$ cat src/rtl/rr_dec_arbiter_4.sv
`default_nettype none
// ============================================================================
// rr_dec_arbiter_4 : 4-way rotating-priority arbiter with bounded hold and a
//                    decoded one-hot grant.       Revision: 1.0
// ============================================================================
module rr_dec_arbiter_4 #(
  parameter int MAX_HOLD = 4
) (
  input  logic       clk,
  input  logic       rst,
  input  logic [3:0] req,
  output logic [3:0] gnt,
  output logic [1:0] gnt_idx,
  output logic       gnt_vld
);

  typedef enum logic [0:0] {
    IDLE = 1'b0,
    BUSY = 1'b1
  } state_t;

  localparam logic [2:0] HOLD_MAX = 3'(MAX_HOLD);

  state_t     state;
  logic [2:0] hold_cnt;
  logic [1:0] last;

  logic [1:0] base;
  logic [1:0] cand;
  logic [1:0] winner;
  logic       found;
  logic       keep;

  // On release the outgoing owner becomes the new `last`, so the search
  // starts right after gnt_idx without waiting a cycle for `last` to update.
  always_comb begin
    base   = (state == BUSY) ? gnt_idx : last;
    winner = base;
    found  = 1'b0;
    cand   = base;
    for (int k = 1; k <= 4; k++) begin
      cand = base + 2'(k);
      if (!found && req[cand]) begin
        winner = cand;
        found  = 1'b1;
      end
    end
    keep = req[gnt_idx] && (hold_cnt < HOLD_MAX);
  end

  always_ff @(posedge clk) begin
    if (rst) begin
      state    <= IDLE;
      gnt      <= 4'b0000;
      gnt_idx  <= 2'b00;
      gnt_vld  <= 1'b0;
      hold_cnt <= 3'd0;
      last     <= 2'd3;
    end else begin
      case (state)
        IDLE: begin
          if (found) begin
            state    <= BUSY;
            gnt_idx  <= winner;
            gnt      <= 4'b0001 << winner;
            gnt_vld  <= 1'b1;
            hold_cnt <= 3'd1;
          end
        end
        BUSY: begin
          if (keep) begin
            hold_cnt <= hold_cnt + 3'd1;
          end else begin
            last <= gnt_idx;
            if (found) begin
              gnt_idx  <= winner;
              gnt      <= 4'b0001 << winner;
              hold_cnt <= 3'd1;
            end else begin
              state    <= IDLE;
              gnt      <= 4'b0000;
              gnt_vld  <= 1'b0;
              hold_cnt <= 3'd0;
            end
          end
        end
        default: state <= IDLE;
      endcase
    end
  end

endmodule
`default_nettype wire

$ cat config.mk
export PLATFORM = sky130hd
export DESIGN_NAME = rr_dec_arbiter_4
export DESIGN_NICKNAME = d
export VERILOG_FILES = /design/src/rtl/rr_dec_arbiter_4.sv
export SDC_FILE = /design/constraint.sdc
export NUM_CORES = 1
export LEC_CHECK = 0
export CAP_MARGIN = 15
export CORE_MARGIN = 2
export CORE_UTILIZATION = 40
export CTS_CLUSTER_DIAMETER = 40
export DETAILED_ROUTE_END_ITERATION = 16
export SETUP_SLACK_MARGIN = 0.05
export SLEW_MARGIN = 25
export SYNTH_ARGS = -nofsm -noshare
export SYNTH_HDL_FRONTEND = slang
export SYNTH_SLANG_ARGS = --single-unit
$ cat constraint.sdc
create_clock -name clk -period 1.95 [get_ports clk]
set_input_delay 0.39 -clock clk [delete_from_list [all_inputs] [get_ports clk]]
set_output_delay 0.39 -clock clk [all_outputs]
set_load 0.1 [all_outputs]
---- Yosys cells after proc, flatten, opt, wreduce, memory -nomap -nowiden ----
Index checks and enable logic that the tools add are counted.
storage, ports and cells
  logic and storage cells ................. 69
  flip-flop bits (word level) ............. 13
  output and inout bits ................... 7
operators by class
  order comparisons ....................... 6
  eq/ne operators ......................... 3
  add/sub/neg operators ................... 4
  reductions and logical operators ........ 10
  shifts and indexed selects .............. 1
  bitwise operators ....................... 2
  muxes and demuxes ....................... 37
operators by type and width
  cell                                                count
  < comparator 2 x 3 -> 1 bit, second input constant  5
  2-to-1 mux 1 bit                                    15
  2-to-1 mux 2 bit                                    7
  2-to-1 mux 4 bit                                    3
  binary-select mux 1 bit (select 2 bit)              5
  case mux 4 bit (2 select lines)                     1
  2-to-1 mux 3 bit                                    2
  != test 2 bit, second input constant                3
  case mux 3 bit (2 select lines)                     1
  adder 2 bit, second input constant                  2
  logical AND 1 bit                                   4
  case mux 1 bit (2 select lines)                     2
  case mux 2 bit (2 select lines)                     1
  AND reduction 2 bit                                 2
  << shifter 1 x 2 -> 4 bit, first input constant     1
  adder 3 x 1 -> 3 bit, second input constant         1
  zero test 1 bit                                     3
  < comparator 3 bit, second input constant           1
  AND reduction 3 bit                                 1
  adder 2 x 1 -> 2 bit, second input constant         1
  NOT 1 bit                                           2

---- Depth between registers and ports, before layout ----
  depth in word-level cells ............... 18
  mapped depth ............................ 4
  depth with buffers taken out ............ 4

---- Worst setup path before layout ----
OpenSTA, ideal clock, no wires.
  path kind ............................... reg2reg
  start point ............................. register gnt_idx[1]
  end point ............................... register gnt[1]
  setup time .............................. 0.119 ns
  arrival time ............................ 2.232 ns
  clock period less this slack ............ 2.351 ns
  stages on the path, launching flop included .. 5
  path slack .............................. -0.401 ns
  cells stage by stage .................... dfxtp_1 > mux2i_1 > mux2_4 > a211o_1 > a32o_1
on the way
  cells in the longest elaborated chain, start to end .. 18
ends and longest elaborated chain
  what                                    RTL line  RTL
  from (decl)                             13        output logic [1:0] gnt_idx,
  from (signal assigned)                  64        gnt_idx <= winner;
  from (signal assigned)                  76        gnt_idx <= winner;
  2-to-1 mux 2 bit                        37        base = (state == BUSY) ? gnt_idx : last;
  adder 2 x 1 -> 2 bit                    42        cand = base + 2'(k);
  binary-select mux 1 bit (select 2 bit)  43        if (!found && req[cand]) begin
  2-to-1 mux 1 bit (implied by the code)  43
  2-to-1 mux 1 bit                        43
  zero test 1 bit                         43
  logical AND 1 bit                       43
  2-to-1 mux 1 bit                        43
  [... 2 more ...]                        --
  2-to-1 mux 1 bit                        43
  zero test 1 bit                         43
  logical AND 1 bit                       43
  2-to-1 mux 2 bit                        43
  << shifter 1 x 2 -> 4 bit               65, 77
  2-to-1 mux 4 bit                        75        if (found) begin
  2-to-1 mux 4 bit                        71        if (keep) begin
  case mux 4 bit (2 select lines)         60        case (state)
  to (signal assigned)                    65        gnt <= 4'b0001 << winner;
  to (signal assigned)                    77        gnt <= 4'b0001 << winner;
  to (decl)                               12        output logic [3:0] gnt,
Parallel ways exist; a longest one is shown, timed or not. The select of a mux whose other input is x is not followed.
A chain may end at the register's enable or synchronous reset.

---- Worst setup path in the final report ----
  start point ............................. register state
  end point ............................... register gnt[3]
on the way
  cells in the longest elaborated chain, start to end .. 18
ends and longest elaborated chain
  what                                    RTL line  RTL
  from (decl)                             24        state_t state;
  from (signal assigned)                  53        state <= IDLE;
  from (signal assigned)                  63        state <= BUSY;
  from (signal assigned)                  80        state <= IDLE;
  2-to-1 mux 2 bit                        37
  adder 2 x 1 -> 2 bit                    42
  binary-select mux 1 bit (select 2 bit)  43
  2-to-1 mux 1 bit (implied by the code)  43
  2-to-1 mux 1 bit                        43
  zero test 1 bit                         43
  logical AND 1 bit                       43
  2-to-1 mux 1 bit                        43
  [... 2 more ...]                        --
  2-to-1 mux 1 bit                        43
  zero test 1 bit                         43
  logical AND 1 bit                       43
  2-to-1 mux 2 bit                        43
  << shifter 1 x 2 -> 4 bit               65, 77
  2-to-1 mux 4 bit                        75
  2-to-1 mux 4 bit                        71
  case mux 4 bit (2 select lines)         60
Parallel ways exist; a longest one is shown, timed or not. The select of a mux whose other input is x is not followed.

==> run summary <==
status - finished, final reports clean
core area - 1520 µm²
CTS resizes - 0
hold buffers post-CTS - 0
final RePlAce weighted congestion - 0.793
cts bufs inserted - 3
ant diodes - 0
vias in the first global route - 582
Pint - 0.508 mW
die width - 44.5 µm
crit-path max FO - 5
Setup Skew - 0.00515 ns
combinational share of power - 0.438
worst setup margin - 0.167 ns
critical-path cell list - mux2i_1 -> mux2_4 -> a211o_1 -> a32o_1
die height - 44.5 µm
TNS Setup - 0 ns
largest net degree at the start of global routing - 11
Yosys cell types - 29
I/O Pins - 13
commonest non-fill, non-tap cell in the layout - buf_4
vias - 638
initial antenna violation count - 0
Setup violations, final - 0
Design Power - 0.873 mW
starting density of the core - 0.431
commonest non-fill, non-tap cells in the layout - buf_4 (17), dfxtp_1 (11), a21oi_1 (9)
Synth Net Count - 78
register bit total from synthesis - 13
Nets - 104
hold crit path type - reg2reg
clock slew at reported path FFs - 0.08 ns
Tcrit/Tclk final - 0.914
Crit path arrival time - 1.95 ns
yosys warns - 0
critical path class - reg2reg
Finished Layout Cells - 111
sequential area share after synthesis - 0.396
grt ovf - 0
Post-DRT Antenna Nets - 0
dpl cells - 107
fraction of layout cells with a size suffix above 1 - 0.284
clock share of power - 0.189
leakage - 0.374 nW
Initial DRC Count - 17
DR pass1 iterations - 4
# fillers - 141
Max Freq - 561 MHz
CTS tree - yes
RSZ-0062 raised after global routing - false
P_sw - 0.365 mW
synthesis-to-finish area growth - 34.3%
vias per cell - 5.75
FF/Latch Area - 265 µm²
Rows - 14
Design Area, Final - 882 µm²
area of the multi-input gates - 382 µm²
crit start category - flop
total clock sinks - 13
area post-placement - 856 µm²
CP required - 2.12 ns
WL final - 1530 µm
global-route wire length before repair - 2650 µm
clk root buf - clkbuf_4
worst-margin pin slew - 0.456 ns
post-synthesis instance total - 70
CP endpoint kind - flop
sw frac - 0.418
Max VDD drop - 0.000505 V
final period demand of the worst path - 1.78 ns
Clock Tree Buf Depth - 2
Cell Area, Synth - 657 µm²
PwrDens - 990 nW/µm²
Fin. Hold Viols - 0
total track usage - 0.181
DR DRC count - 0
DP HPWL - 1220 µm
Clock Latency Late Sink - 0.27 ns
sequential power share - 0.373
max-cap violations - 0
pre-CTS WS - -0.0626 ns
Slowest Stage Delay on Critical Path - 0.42 ns
critical path's slowest cell - dfxtp_1
Avg Cell Area, Syn - 9.38 µm²
area of the die - 1980 µm²
Slew HR - 0.687
Slew Viols, Final - 0
H-tree levels - 1
total setup buffers inserted after CTS - 0
I/O Buffers - 12
Avg WL per Cell - 13.8 µm
[cells by family after synthesis]
logic type                 after synthesis  synth area share
muxes                                    4            0.0876
AOI/OAI and AO/OA                       24             0.261
adders and majority gates                2            0.0381
DFF                                     13             0.396
buffers and inverters                    4            0.0229
and+or+nand+nor                         23             0.194
[power groups by stage]
stage / clock network [mW] / registers (mW) / logic, mW
after floorplan: 0 / 0.476 / 0.125
after global placement: 0 / 0.332 / 0.380
after detailed placement: 0 / 0.332 / 0.382
after CTS: 0.172 / 0.326 / 0.383
after global routing: 0.185 / 0.330 / 0.406
final: 0.165 / 0.326 / 0.382
[per-stage QoR]
stage	util	hold slack [ns]
2_1_floorplan	-	0.445
6_report	0.579	0.475
5_1_grt	0.579	0.493
3_5_place_dp	0.562	0.464
4_1_cts	0.579	0.485
3_3_place_gp	0.562	0.453
[registers in the layout, summed over array words and instances, names as in the netlist]
name and flops:
state 1, gnt_vld 1, gnt 4, last 2, gnt_idx 2, hold_cnt 3
[final cells by class]
class,instances,share of cell area
flip-flops and latches,13,0.301
repair buffers,22,0.201
well taps,16,0.0227
clock buffers,4,0.0298
multi-input cells,53,0.433
inverters,3,0.0128
[cell usage after synthesis]
cell type / number / area (µm²)
o21ai_0: 1 / 5.00
and3_1: 1 / 6.26
a221o_1: 1 / 10.0
mux2i_1: 2 / 20.0
nor2b_1: 1 / 6.26
a211oi_1: 3 / 22.5
mux4_2: 1 / 22.5
inv_1: 3 / 11.3
a22oi_1: 1 / 7.51
mux2_4: 1 / 15.0
a21oi_1: 9 / 45.0
and2_1: 1 / 6.26
a32o_1: 4 / 40.0
nor2_1: 7 / 26.3
nor3_1: 2 / 10.0
nor3_2: 1 / 10.0
nand3b_1: 2 / 15.0
nand2_1: 4 / 15.0
and2_4: 1 / 8.76
a211o_1: 2 / 17.5
nor4_2: 1 / 12.5
o211ai_1: 1 / 7.51
nand2b_1: 1 / 6.26
dfxtp_1: 13 / 260
o21bai_1: 1 / 7.51
clkbuf_1: 1 / 3.75
ha_1: 2 / 25.0
o32ai_1: 1 / 8.76
nand3_1: 1 / 5.00
[critical path, delay by kind of cell (launching register included)]
kind / cells / cell delay, ns
compound gates: 2 / 0.58
flops: 1 / 0.42
mux: 2 / 0.68
[path summary, 6_finish.rpt]
kind	from	endpoint	slack, ns	cells past startpoint
worst min register to register	gnt[0]	gnt[0]	0.48	1
worst min-delay path	gnt[0]	gnt[0]	0.48	1
worst max-delay path	state	gnt[3]	0.17	4
worst max register to register	state	gnt[3]	0.17	4
[metal layers]
metal | wire, µm | part of all wire | vias to the layer above | GRT usage
met4 | 0 | 0 | 0 | 0.0424
met2 | 695 | 0.45 | 11 | 0.258
li1 | - | - | 322 | -
met5 | 0 | 0 | - | 0
met1 | 770 | 0.50 | 305 | 0.263
met3 | 67 | 0.044 | 0 | 0.0571
Note: power is estimated with default switching activity, not from simulation.
